`src/rtl/multicycle_control_unit.sv`:
```
// rtl/multicycle_control_unit.sv - multi-cycle RV32I control FSM (FETCH/DECODE/EXEC/MEM/WB/TRAP)
module multicycle_control_unit #(
    parameter int OPC_W       = 5,
    parameter int ALUOP_W     = 2,
    parameter int MEM_TIMEOUT = 15
) (
    input  logic               clk,
    input  logic               rst,
    input  logic [OPC_W-1:0]   opcode,
    input  logic               inst_ready,
    input  logic               mem_ready,
    output logic               pc_write,
    output logic               ir_write,
    output logic               mem_read,
    output logic               mem_write,
    output logic               mem_to_reg,
    output logic               alu_src,
    output logic               reg_write,
    output logic               branch,
    output logic [ALUOP_W-1:0] alu_op,
    output logic               illegal,
    output logic               timeout,
    output logic [2:0]         state
);

    typedef enum logic [2:0] {
        S_FETCH  = 3'd0,
        S_DECODE = 3'd1,
        S_EXEC   = 3'd2,
        S_MEM    = 3'd3,
        S_WB     = 3'd4,
        S_TRAP   = 3'd5
    } state_t;

    localparam logic [OPC_W-1:0] OP_R      = OPC_W'(5'b01100);
    localparam logic [OPC_W-1:0] OP_IALU   = OPC_W'(5'b00100);
    localparam logic [OPC_W-1:0] OP_LOAD   = OPC_W'(5'b00000);
    localparam logic [OPC_W-1:0] OP_STORE  = OPC_W'(5'b01000);
    localparam logic [OPC_W-1:0] OP_BRANCH = OPC_W'(5'b11000);

    // A zero-width counter is not legal, so keep one bit when the timeout is disabled.
    localparam int CW = (MEM_TIMEOUT > 0) ? $clog2(MEM_TIMEOUT + 1) : 1;

    state_t            state_q;
    state_t            state_d;
    logic [OPC_W-1:0]  opc_q;
    logic [CW-1:0]     wait_cnt;
    logic              in_wait;
    logic              wait_rdy;
    logic              limit_hit;
    logic              dec_legal;
    logic              set_illegal;
    logic              set_timeout;
    logic              is_load;
    logic              is_store;

    assign state    = state_q;
    assign is_load  = (opc_q == OP_LOAD);
    assign is_store = (opc_q == OP_STORE);
    assign in_wait  = (state_q == S_FETCH) || (state_q == S_MEM);
    assign wait_rdy = (state_q == S_FETCH) ? inst_ready : mem_ready;

    assign limit_hit = (MEM_TIMEOUT != 0) && in_wait && !wait_rdy &&
                       (wait_cnt == CW'(MEM_TIMEOUT));

    always_comb begin
        dec_legal = 1'b0;
        case (opcode)
            OP_R, OP_IALU, OP_LOAD, OP_STORE, OP_BRANCH: dec_legal = 1'b1;
            default:                                     dec_legal = 1'b0;
        endcase
    end

    always_comb begin
        state_d     = state_q;
        pc_write    = 1'b0;
        ir_write    = 1'b0;
        mem_read    = 1'b0;
        mem_write   = 1'b0;
        mem_to_reg  = 1'b0;
        alu_src     = 1'b0;
        reg_write   = 1'b0;
        branch      = 1'b0;
        alu_op      = '0;
        set_illegal = 1'b0;
        set_timeout = 1'b0;

        case (state_q)
            S_FETCH: begin
                mem_read = 1'b1;
                // Ready arriving on the limit cycle takes priority over the trap.
                if (inst_ready) begin
                    ir_write = 1'b1;
                    pc_write = 1'b1;
                    state_d  = S_DECODE;
                end else if (limit_hit) begin
                    set_timeout = 1'b1;
                    state_d     = S_TRAP;
                end
            end
            S_DECODE: begin
                if (dec_legal) begin
                    state_d = S_EXEC;
                end else begin
                    set_illegal = 1'b1;
                    state_d     = S_TRAP;
                end
            end
            S_EXEC: begin
                case (opc_q)
                    OP_R: begin
                        alu_op  = ALUOP_W'(2'b10);
                        state_d = S_WB;
                    end
                    OP_IALU: begin
                        alu_src = 1'b1;
                        alu_op  = ALUOP_W'(2'b11);
                        state_d = S_WB;
                    end
                    OP_LOAD, OP_STORE: begin
                        alu_src = 1'b1;
                        alu_op  = ALUOP_W'(2'b00);
                        state_d = S_MEM;
                    end
                    OP_BRANCH: begin
                        alu_op  = ALUOP_W'(2'b01);
                        branch  = 1'b1;
                        state_d = S_FETCH;
                    end
                    default: state_d = S_FETCH;
                endcase
            end
            S_MEM: begin
                mem_read  = is_load;
                mem_write = is_store;
                if (mem_ready) begin
                    state_d = is_load ? S_WB : S_FETCH;
                end else if (limit_hit) begin
                    set_timeout = 1'b1;
                    state_d     = S_TRAP;
                end
            end
            S_WB: begin
                reg_write  = 1'b1;
                mem_to_reg = is_load;
                state_d    = S_FETCH;
            end
            S_TRAP:  state_d = S_TRAP;
            default: state_d = S_FETCH;
        endcase
    end

    always_ff @(posedge clk) begin
        if (rst) begin
            state_q  <= S_FETCH;
            opc_q    <= '0;
            wait_cnt <= '0;
            illegal  <= 1'b0;
            timeout  <= 1'b0;
        end else begin
            state_q <= state_d;
            if (state_q == S_DECODE) begin
                opc_q <= opcode;
            end
            // Any state change clears the count, so every entry to FETCH/MEM starts at zero.
            if (state_d != state_q) begin
                wait_cnt <= '0;
            end else if (in_wait && !wait_rdy && !limit_hit) begin
                wait_cnt <= wait_cnt + CW'(1);
            end
            if (set_illegal) begin
                illegal <= 1'b1;
            end
            if (set_timeout) begin
                timeout <= 1'b1;
            end
        end
    end

endmodule

```
`config.mk`:
```
export PLATFORM = sky130hd
export DESIGN_NAME = multicycle_control_unit
export DESIGN_NICKNAME = d
export VERILOG_FILES = /design/src/rtl/multicycle_control_unit.sv
export SDC_FILE = /design/constraint.sdc
export NUM_CORES = 1
export LEC_CHECK = 0
export ABC_AREA = 1
export BUFFER_PORTS_ARGS = -buffer_cell sky130_fd_sc_hd__buf_2
export CAP_MARGIN = 20
export CORE_AREA = 2 2 48 50
export DETAILED_ROUTE_END_ITERATION = 16
export DIE_AREA = 0 0 50 52
export PLACE_DENSITY_LB_ADDON = 0.1
export SETUP_SLACK_MARGIN = 0.2
export SYNTH_ARGS = -nofsm -noshare
export SYNTH_HDL_FRONTEND = slang
export SYNTH_SLANG_ARGS = --single-unit
```
`constraint.sdc`:
```
create_clock -name clk -period 3.7 [get_ports clk]
set_input_delay 0.185 -clock clk [delete_from_list [all_inputs] [get_ports clk]]
set_output_delay 0.185 -clock clk [all_outputs]
set_load 0.01 [all_outputs]
```
Word level (Yosys, flattened, before mapping)
Cells that the tools add are included.
{ "op_classes": {"magnitude_cmp": 0, "n_shift": 0, "div_mod_pow": 0, "n_bitwise": 0, "addsub": 1, "n_eq_ne": 15, "n_mux": 27, "multipliers": 0, "n_reduce_logical": 14} }
{ "ops": {"columns": ["op", "n"], "rows": [
  ["$eq A5 B4 Y1 const B", 4],
  ["$mux W1", 16],
  ["$mux W3", 5],
  ["$pmux W3 S5", 1],
  ["$eq A5 B3 Y1 const B", 2],
  ["$eq A5 B5 Y1 const B", 2],
  ["$logic_not A5 Y1", 2],
  ["$eq A3 B2 Y1 const B", 2],
  ["$eq A3 B3 Y1 const B", 2],
  ["$pmux W2 S3", 1],
  ["$pmux W3 S2", 1],
  ["$reduce_or A2 Y1", 3],
  ["$reduce_or A5 Y1", 1],
  ["$add A4 B1 Y4 const B", 1],
  ["$eq A4 B4 Y1 const B", 1],
  ["$pmux W1 S2", 2],
  ["$eq A3 B1 Y1 const B", 1],
  ["$logic_and A1 B1 Y1", 3],
  ["$logic_not A3 Y1", 1],
  ["$ne A3 B3 Y1", 1],
  ["$reduce_or A3 Y1", 1],
  ["$logic_not A1 Y1", 2],
  ["$mux W2", 1],
  ["$logic_or A1 B1 Y1", 1]
]} }
{ "word_totals": {"word_cells": 62, "ram_bits": 0, "n_memories": 0, "latch_bits": 0, "reg_bits": 14, "mem_bits_ro": 0, "output_inout_bits": 15, "in_bits": 9} }

Depth between registers and ports, before layout
Gate-level depths: netlist (run 1).
{ "depth": {"ltp_word": 10, "mapped_depth": 13, "ltp_nobuf": 12} }

Worst setup path before layout (run 1)
No wires, ideal clock.
{ "synth_path": {"path_kind": "register to output", "from": "register state_q[2] (netlist: state[2])", "to": "output port mem_to_reg", "arrival_time_ns": 1.273, "path_slack_ns": 2.242, "required_ns": 3.515, "stages_incl_launch_ff": 5, "n_path_buf": 1, "cell_sequence": "dfxtp_1 buf_6 inv_1 nor3_1 nor3b_1"} }
{ "synth_via": {"elab_chain_cells": 2} }
{ "synth_lines": {"columns": ["item", "line_no", "text"], "rows": [
  ["start, declared", "44", "state_t state_q;"],
  ["start signal, assigned", "161", "state_q <= state_d;"],
  ["$eq A3 B3 Y1", "88", "case (state_q)"],
  ["$mux W1", "88", null],
  ["end, declared", "16", "output logic mem_to_reg,"]
]} }
Every way passes these cells.

Final worst setup path (run 1)
{ "layout_path": {"from": "register state_q[1] (netlist: state[1])", "to": "output port alu_op[0]"} }
{ "layout_via": {"elab_chain_cells": 2} }
{ "layout_lines": {"columns": ["item", "line_no", "text"], "rows": [
  ["$eq A3 B2 Y1", "88", null],
  ["$mux W2", "88", null],
  ["end, declared", "20", "output logic [ALUOP_W-1:0] alu_op,"]
]} }
Every way passes these cells.

==> summary.txt, run 1 <==
Run status
  • Status: finished, final reports clean

Drt
  • Drt drc: 0
  • First-pass DRT Iterations: 3
  • ANT nets after route: 0
  • Avg WL per Cell: 11.0 um
  • Via density: 4.80
  • Post-Route WL: 1960 um
  • Via count: 855
  • Initial DRC count: 9

Power and ir drop
  • Switching part of the total: 40.4%
  • Sw Pwr: 204 uW
  • Combinational share of power: 37.2%
  • VDD IR max: 0.226 mV
  • Share of power burned in registers: 39.7%
  • Cell area power density: 485 nW/um^2
  • Clock power share: 23.0%
  • Cell internal pwr: 300 uW
  • Leakage: 0.530 nW

Synth
  • Netlist cell types: 28
  • Ys Warns: 0
  • Top cell type by total area after synthesis: dfxtp_1
  • Cell Area, Synth: 898 um^2
  • Post-synth top cells: nand2_1, nor2_1, inv_1
  • EDFF count, synth: 0
  • Most area-consuming cells after synthesis: dfxtp_1, nand2_1, nor2_1
  • Synth Net Count: 138
  • Register area share after synthesis: 31.2%
  • Number of synthesized register bits: 14
  • Mean Syn Cell Area: 7.02 um^2
  • Most frequent cell after synthesis: nand2_1
  • Cells after synthesis: 128
  • Main synth FF type: dfxtp_1
  • Post-synth top area share: 31.2%
  • Post-synth ARST share: 0%

Global route
  • Initial antenna violation count: 0
  • Vias in the first global route: 787
  • Global-route wire length before repair: 3330 um
  • Grt ovf: 0
  • Largest net degree at the start of global routing: 12
  • All-Layer GR Usage: 17.1%

Min path
  • HP Start: opcode[0]
  • WHS Endpoint: opc_q[0]
  • Hold Path Stages: 3
  • Hold Path Class: input port to flip-flop

STA
  • Skew final: 0.00480 ns
  • Max-slew headroom: 67.9%
  • Hold slack: 0.151 ns
  • Fmax: 0.508 GHz
  • Fin. Hold Viols: 0
  • Setup TNS: 0 ns
  • RSZ-0062 raised after global routing: no
  • Final worst-path cycle share: 53.2%
  • Slew Limit Fails: 0
  • Final setup vio count: 0
  • Tightest Pin Transition: 0.481 ns
  • Fin crit period: 1.97 ns

Setup path
  • Max incr delay on CP: 0.63 ns
  • Worst Setup Path Type: flip-flop to output pin
  • Cell family contributing the most delay on the critical path: flip-flops
  • Critical R2R Capture: wait_cnt[0]
  • Reg-to-reg slack, setup: 1.99 ns
  • Startpoint class of the critical path: flip-flop
  • Max FO, Critical Path: 9
  • Origin of the critical flop-to-flop path: state[1]
  • Register-to-Register Path Depth: 10
  • Worst path slowest cell: dfxtp_1
  • Crit. End Element: output pin
  • Worst EP arrival: 1.78 ns
  • Worst path cell trace: inv_2 > nor3_2 > nand3_1 > inv_1 > nand2_1 > o31ai_1 > buf_2
  • Buf+Inv Stages, Crit Path: 3
  • CP required: 3.51 ns

Placed design
  • Post-DP HPWL: 1540 um
  • Placer Congestion: 0.762
  • Port buffer count: 23

Clocking
  • Setup Fix Bufs, Post-CTS: 0
  • PostCTS Resize Cnt: 0
  • # H-tree levels: 1
  • CTS max path bufs: 2
  • Clk sinks: 14
  • CTS Buf Count: 3
  • Clock-pin slew reported for the worst setup and hold paths after clock tree synthesis: 0.09 ns
  • Hold buffers post-CTS: 0
  • CTS tree: done
  • Root Driver: clkbuf_4
  • Clk Latency, worst-skew pair: 0.29 ns

Floorplanning
  • Initial Util: 42.7%
  • Die area: 2600 um^2
  • Core ar.: 2110 um^2
  • Chip width: 50 um
  • Die H: 52 um
  • # IOs: 24
  • Row cnt: 17

Flow run
  • Maxcap violations: 0

Final layout
  • Fin nets: 161
  • Area grow syn2layout: 15.7%
  • Ant. Diodes: 0
  • Proportion of layout cells with a drive suffix above 1: 29.3%
-- area by class of cell --
type / instances / area (um^2)
multi-input cells: 91 / 505
fillers: 223 / 1070
inverters: 18 / 67.6
clock buffers: 4 / 36.3
well taps: 28 / 35.0
flip-flops and latches: 14 / 280
repair buffers: 23 / 115
-- registers in the layout, indices dropped and copies added (netlist names) --
name / flops
wait_cnt: 4
illegal: 1
timeout: 1
state: 3
opc_q: 5
-- through the flow --
stage | power, mW | cells | utilization [%] | area, um^2 | worst slack (ns)
finish | 0.504 | 178 | 49.4 | 1040 | 1.73
global placement | 0.390 | 174 | 47.7 | 1000 | 2.04
global route | 0.545 | 178 | 49.4 | 1040 | 1.57
floorplan | 0.354 | 128 | - | 898 | 2.24
CTS | 0.509 | 178 | 49.4 | 1040 | 1.75
detailed placement | 0.393 | 174 | 47.7 | 1000 | 2.01
-- layer usage --
metal	wire, um	GRT usage, %	vias up	part of all wire (%)
met2	914	29.4	19	47
met1	934	20.6	374	48
met3	73	2.01	4	3.7
met5	0	0	-	0
li1	-	-	458	-
met4	36	9.72	0	1.8
-- tightest hold or removal path: stages --
cell and delay (ns):
buf_2 0.11, nand2_1 0.05, a21oi_1 0.05
-- placed cells by master (no fill, tap or decap), types with 3 or more instances in the layout --
cell type  instances
nor3_1             3
nand2_2            5
a21oi_1            9
nand2_1           23
nand3_1            9
dfxtp_1           14
nand3_2            4
buf_2             23
nor2_1            19
inv_1             16
clkbuf_4           3
a211oi_1           3
-- logic make-up after synthesis --
group           after synthesis  synth area share [%]
mux                           1                  1.25
flops                        14                  31.2
fa+ha+maj                     1                  1.39
xor+xnor                      2                  1.95
simple gates                 72                  41.8
compound gates               15                  9.89
buf+inv                      23                  12.5
-- power groups by stage --
stage | logic, mW | registers, mW | clock network, mW
floorplan | 0.165 | 0.189 | 0
global placement | 0.187 | 0.203 | 0
detailed placement | 0.189 | 0.204 | 0
CTS | 0.190 | 0.200 | 0.119
global route | 0.216 | 0.204 | 0.126
finish | 0.188 | 0.200 | 0.116
-- worst max-delay path by stage --
stage,from,to,slack (ns),cells past startpoint
global placement,state[1],wait_cnt[0],2.04,12
detailed placement,state[1],wait_cnt[0],2.01,10
CTS,state[1],alu_op[0],1.75,7
floorplan,state[2],mem_to_reg,2.24,4
global route,state[1],alu_op[0],1.57,7
finish,state[1],alu_op[0],1.73,7
No activity file was read; power rests on OpenSTA's default activity.
==> inputs of run 2 (changes only) <==
==> constraint.sdc (replaced) <==
create_clock -name clk -period 2 [get_ports clk]
set_input_delay 0.1 -clock clk [delete_from_list [all_inputs] [get_ports clk]]
set_output_delay 0.1 -clock clk [all_outputs]
set_load 0.01 [all_outputs]
==> run 2 against run 1 <==
Clock skew rose by 0.0052 ns. Final cell count unchanged. Final area rose by 0.84%. Sequential share of layout area rose by 0.37 points. Setup slack worse by 1.4 ns. Largest cell class unchanged. Largest power group unchanged. Highest routed layer unchanged.
==> summary.txt, run 2 (same netlist as run 1, synthesis figures left out) <==
STA
  • RSZ-0062 raised after global routing: no
  • Final worst-path cycle share: 81.9%
  • Fin. Hold Viols: 0
  • Fmax: 0.610 GHz
  • Setup TNS: 0 ns
  • Slew Limit Fails: 0
  • Setup ws final: 0.361 ns
  • Fin crit period: 1.64 ns
  • Skew final: 0.0100 ns
  • Max-slew headroom: 74.6%
  • Hold slack: 0.0782 ns
  • Tightest Pin Transition: 0.379 ns
  • Final setup vio count: 0

Drt
  • Via density: 4.94
  • First-pass DRT Iterations: 4
  • Via count: 879
  • Initial DRC count: 19
  • Post-Route WL: 2020 um
  • Avg WL per Cell: 11.4 um
  • ANT nets after route: 0
  • Drt drc: 0

Placed design
  • Port buffer count: 23
  • Post-DP Area: 1000 um^2
  • Post-DP HPWL: 1600 um
  • Place WS: 0.286 ns
  • Placer Congestion: 0.819

Power and ir drop
  • VDD IR max: 0.412 mV
  • Share of power burned in registers: 39.9%
  • Switching part of the total: 40.0%
  • Leakage: 0.532 nW
  • Cell internal pwr: 559 uW
  • Cell area power density: 888 nW/um^2
  • Total power: 931 uW
  • Clock power share: 22.4%
  • Sw Pwr: 372 uW
  • Combinational share of power: 37.7%

Run status
  • Status: finished, final reports clean

Setup path
  • Buf+Inv Stages, Crit Path: 3
  • Crit. End Element: output pin
  • Max FO, Critical Path: 9
  • CP required: 1.90 ns
  • Worst path slowest cell: dfxtp_4
  • Worst EP arrival: 1.54 ns
  • Max incr delay on CP: 0.44 ns
  • Cell family contributing the most delay on the critical path: flip-flops
  • Worst Setup Path Type: flip-flop to output pin
  • Worst path cell trace: inv_2 > nor3_2 > nand3_1 > inv_1 > nand2_1 > o31ai_1 > buf_2
  • Startpoint class of the critical path: flip-flop

Final layout
  • Fin nets: 161
  • Area grow syn2layout: 16.7%
  • Proportion of layout cells with a drive suffix above 1: 32.0%
  • Ant. Diodes: 0
  • Final Cell Area: 1050 um^2
  • Largest Register: opc_q
  • Filler cell count: 219
  • Reg area: 287 um^2
  • Max reg flops: 5
  • Multi-input gate area: 508 um^2
  • Highest-count cells in the layout ignoring fill and taps: nand2_1, buf_2, nor2_1

Global route
  • Global-route wire length before repair: 3520 um
  • Grt ovf: 0
  • Initial antenna violation count: 0
  • All-Layer GR Usage: 17.8%
  • Largest net degree at the start of global routing: 12
  • Vias in the first global route: 798

Clocking
  • Clock-pin slew reported for the worst setup and hold paths after clock tree synthesis: 0.08 ns
  • CTS tree: done
  • CTS max path bufs: 2
  • Clk Latency, worst-skew pair: 0.28 ns
  • Clk sinks: 14
  • Hold buffers post-CTS: 0
  • CTS Buf Count: 3
  • Root Driver: clkbuf_4
  • # H-tree levels: 1

Floorplanning
  • Die H: 52 um
  • Initial Util: 42.7%
  • Row cnt: 17
  • # IOs: 24
  • Die area: 2600 um^2
  • Core ar.: 2110 um^2
  • Chip width: 50 um

Flow run
  • Maxcap violations: 0

Min path
  • Hold Path Class: input port to flip-flop
==> run 2: cell count changes in the layout (fill, tap and decap cells not counted) <==
cell | before | now
nor2_1 | 19 | 18
dfxtp_4 | 0 | 1
dfxtp_2 | 0 | 2
nor2_2 | 0 | 1
dfxtp_1 | 14 | 11
==> run 2: timing repair <==
action / 4_1_cts / 5_1_grt
buffers inserted: 0 / 0
resized for setup: 1 / 4
endpoints found under the setup margin: 3 / 8
==> run 2: layout make-up <==
| type | instances | area share, % |
|---|---|---|
| clock buffers | 4 | 3.46 |
| inverters | 18 | 6.44 |
| multi-input cells | 91 | 48.4 |
| flip-flops and latches | 14 | 27.3 |
| well taps | 28 | 3.34 |
| repair buffers | 23 | 11.0 |
==> run 2: worst reg2reg max path, delay by kind of cell, from the launching register on <==
| kind | cells | cell delay (ns) |
|---|---|---|
| buffers and inverters | 1 | 0.09 |
| adders and majority gates | 1 | 0.23 |
| DFF | 1 | 0.35 |
| AOI/OAI and AO/OA | 1 | 0.17 |
| and+or+nand+nor | 7 | 0.72 |
==> run 2: final timing paths <==
| path | from | end | slack (ns) | cells past startpoint |
|---|---|---|---|---|
| max | state[1] | alu_op[0] | 0.36 | 7 |
| min | opcode[1] | opc_q[1] | 0.08 | 3 |
| min reg2reg | timeout | timeout | 0.45 | 2 |
| max reg2reg | wait_cnt[0] | wait_cnt[0] | 0.39 | 10 |
==> run 2: per-stage QoR <==
stage          util, %  instances
4_1_cts           49.4        178
2_1_floorplan        -        128
6_report          49.8        178
3_5_place_dp      47.7        174
5_1_grt           49.8        178
3_3_place_gp      47.7        174
==> run 2: power groups by stage <==
stage	clock network, mW	logic (mW)	registers (mW)
5_1_grt	0.229	0.408	0.380
2_1_floorplan	0	0.305	0.350
3_3_place_gp	0	0.349	0.374
6_report	0.209	0.351	0.371
3_5_place_dp	0	0.350	0.376
4_1_cts	0.223	0.354	0.370
==> run 2: metal layers <==
| layer | vias to the layer above | part of all wire (%) | wire length, um | GRT usage [%] |
|---|---|---|---|---|
| met3 | 2 | 5.7 | 115 | 1.72 |
| met1 | 394 | 47 | 946 | 23.8 |
| met2 | 26 | 47 | 947 | 29.4 |
| li1 | 457 | - | - | - |
| met4 | 0 | 0.59 | 12 | 6.94 |
| met5 | - | 0 | 0 | 0 |
==> inputs of run 3 (changes only) <==
==> constraint.sdc (replaced) <==
create_clock -name clk -period 1.7 [get_ports clk]
set_input_delay 0.085 -clock clk [delete_from_list [all_inputs] [get_ports clk]]
set_output_delay 0.085 -clock clk [all_outputs]
set_load 0.01 [all_outputs]
==> run 3 against run 2 <==
Clock-buffer cell count did not move. Sequential share of layout area fell by 4.8 points. Critical path type unchanged. Largest cell class unchanged. Critical path depth did not move. Highest routed layer unchanged.
==> summary.txt, run 3 (same netlist as run 1, synthesis figures left out) <==
Final layout
  • Reg area: 293 um^2
  • Most common cell after layout, fill and taps aside: buf_2
  • Max reg flops: 5
  • Largest Register: opc_q
  • Proportion of layout cells with a drive suffix above 1: 50.6%
  • Multi-input gate area: 601 um^2
  • Filler cell count: 206
  • Highest-count cells in the layout ignoring fill and taps: buf_2, nand2_1, buf_4
  • Ant. Diodes: 0
  • Fin nets: 179
  • Area grow syn2layout: 44.8%

Global route
  • Met3 Usage GRT: 3.45%
  • All-Layer GR Usage: 18.4%
  • GRT Max-Usage Layer: met2
  • Met1 usage: 22.0%
  • Largest net degree at the start of global routing: 12
  • Grt ovf: 0
  • Vias in the first global route: 857
  • Global-route wire length before repair: 3590 um
  • Initial antenna violation count: 0
  • Met2 usage: 31.8%

Placed design
  • Placer Congestion: 0.893
  • Port buffer count: 23
  • Post-DP HPWL: 1610 um

Setup path
  • Worst EP arrival: 1.46 ns
  • Reg-to-reg slack, setup: 0.20 ns
  • Startpoint class of the critical path: flip-flop
  • Max FO, Critical Path: 5
  • Crit. End Element: output pin
  • Worst path slowest cell: dfxtp_4
  • Max incr delay on CP: 0.41 ns
  • Buf+Inv Stages, Crit Path: 3
  • CP required: 1.62 ns
  • Worst path cell trace: inv_4 > nor3_4 > nand3_2 > inv_2 > nand2_2 > o31ai_2 > buf_2
  • Worst Setup Path Type: flip-flop to output pin
  • Cell family contributing the most delay on the critical path: flip-flops

STA
  • Max-slew headroom: 84.0%
  • Fmax: 0.647 GHz
  • Fin. Hold Viols: 0
  • Final worst-path cycle share: 90.9%
  • Setup TNS: 0 ns
  • Fin crit period: 1.55 ns
  • Tightest Pin Transition: 0.239 ns
  • Slew Limit Fails: 0
  • Final setup vio count: 0
  • RSZ-0062 raised after global routing: yes
  • Skew final: 0.00215 ns

Clocking
  • CTS max path bufs: 2
  • CTS tree: done
  • Clock-pin slew reported for the worst setup and hold paths after clock tree synthesis: 0.09 ns
  • Clk Latency, worst-skew pair: 0.28 ns
  • Hold buffers post-CTS: 0
  • Clk sinks: 14
  • CTS Buf Count: 3
  • Root Driver: clkbuf_4
  • # H-tree levels: 1

Power and ir drop
  • Total power: 1.25 mW
  • VDD IR max: 0.492 mV
  • Leakage: 0.647 nW
  • Cell area power density: 960 nW/um^2

Floorplanning
  • Core ar.: 2110 um^2
  • Initial Util: 42.7%
  • Die H: 52 um
  • Chip width: 50 um
  • Row cnt: 17
  • # IOs: 24
  • Die area: 2600 um^2

Drt
  • Post-Route WL: 2150 um
  • Initial DRC count: 11
  • First-pass DRT Iterations: 4
  • Avg WL per Cell: 11.0 um
  • Via density: 4.86
  • Via count: 952
  • ANT nets after route: 0
  • Drt drc: 0

Min path
  • Hold Path Class: input port to flip-flop

Flow run
  • Maxcap violations: 0

Run status
  • Status: finished, final reports clean
## run 3: cell types whose count changed in the layout (fill, tap and decap cells not counted), moves of 2 or more
| cell | change |
|---|---|
| nand2_1 | -2 |
| nand2_4 | +3 |
| nand3_1 | -3 |
| nor2_1 | -5 |
| nand3_2 | +2 |
| nor3_1 | -2 |
| nor2_2 | +4 |
| dfxtp_4 | +2 |
| buf_4 | +16 |
| inv_1 | -2 |
## run 3: metrics by stage
step	instance area, um^2	utilization [%]	setup slack (ns)	instances	hold WS [ns]
global route	1300	61.8	0.0504	196	0.0600
finish	1300	61.8	0.154	196	0.0582
floorplan	898	-	0.318	128	0.232
global placement	1050	49.8	0.0352	180	0.353
CTS	1160	55.0	0.181	188	0.0594
detailed placement	1050	49.8	0.0183	180	0.360
## run 3: repair_timing
item	4_1_cts	5_1_grt
resized for setup	11	23
pin swaps	2	9
endpoints found under the hold margin	0	0
buffers inserted	4	8
endpoints found under the setup margin	14	12
## run 3: cell type report
class                           instances  area share, %
Multi-Input combinational cell         91           46.2
Tap cell                               28           2.69
Timing Repair Buffer                   41           20.5
Sequential cell                        14           22.5
Inverter                               18           5.38
Clock buffer                            4           2.79
## run 3: power breakdown
part	internal, mW	total [mW]	switching (mW)	leakage, nW
Clock	0.130	0.243	0.112	0.0210
Sequential	0.379	0.445	0.0660	0.117
Combinational	0.239	0.561	0.321	0.509
Total	0.749	1.25	0.500	0.647
## run 3: worst reg2reg max path, stage by stage (launching register included)
cell and delay (ns):
dfxtp_4 0.39, buf_12 0.13, nor3_4 0.20, buf_4 0.15, nand3_2 0.07, nand4_1 0.10, nand2_1 0.06, nor2_2 0.12
nand3_4 0.11, nor2_2 0.11
## run 3: path summary, 6_finish.rpt
check	start	endpoint	depth (start not counted)
max	state[1]	alu_op[0]	7
min reg2reg	timeout	timeout	2
min	opcode[0]	opc_q[0]	3
max reg2reg	state[1]	wait_cnt[3]	9
## run 3: routing by layer
metal | up-vias | routed length (um)
met5 | - | 0
met4 | 0 | 29
met2 | 23 | 1080
met1 | 433 | 947
met3 | 4 | 94
li1 | 492 | -
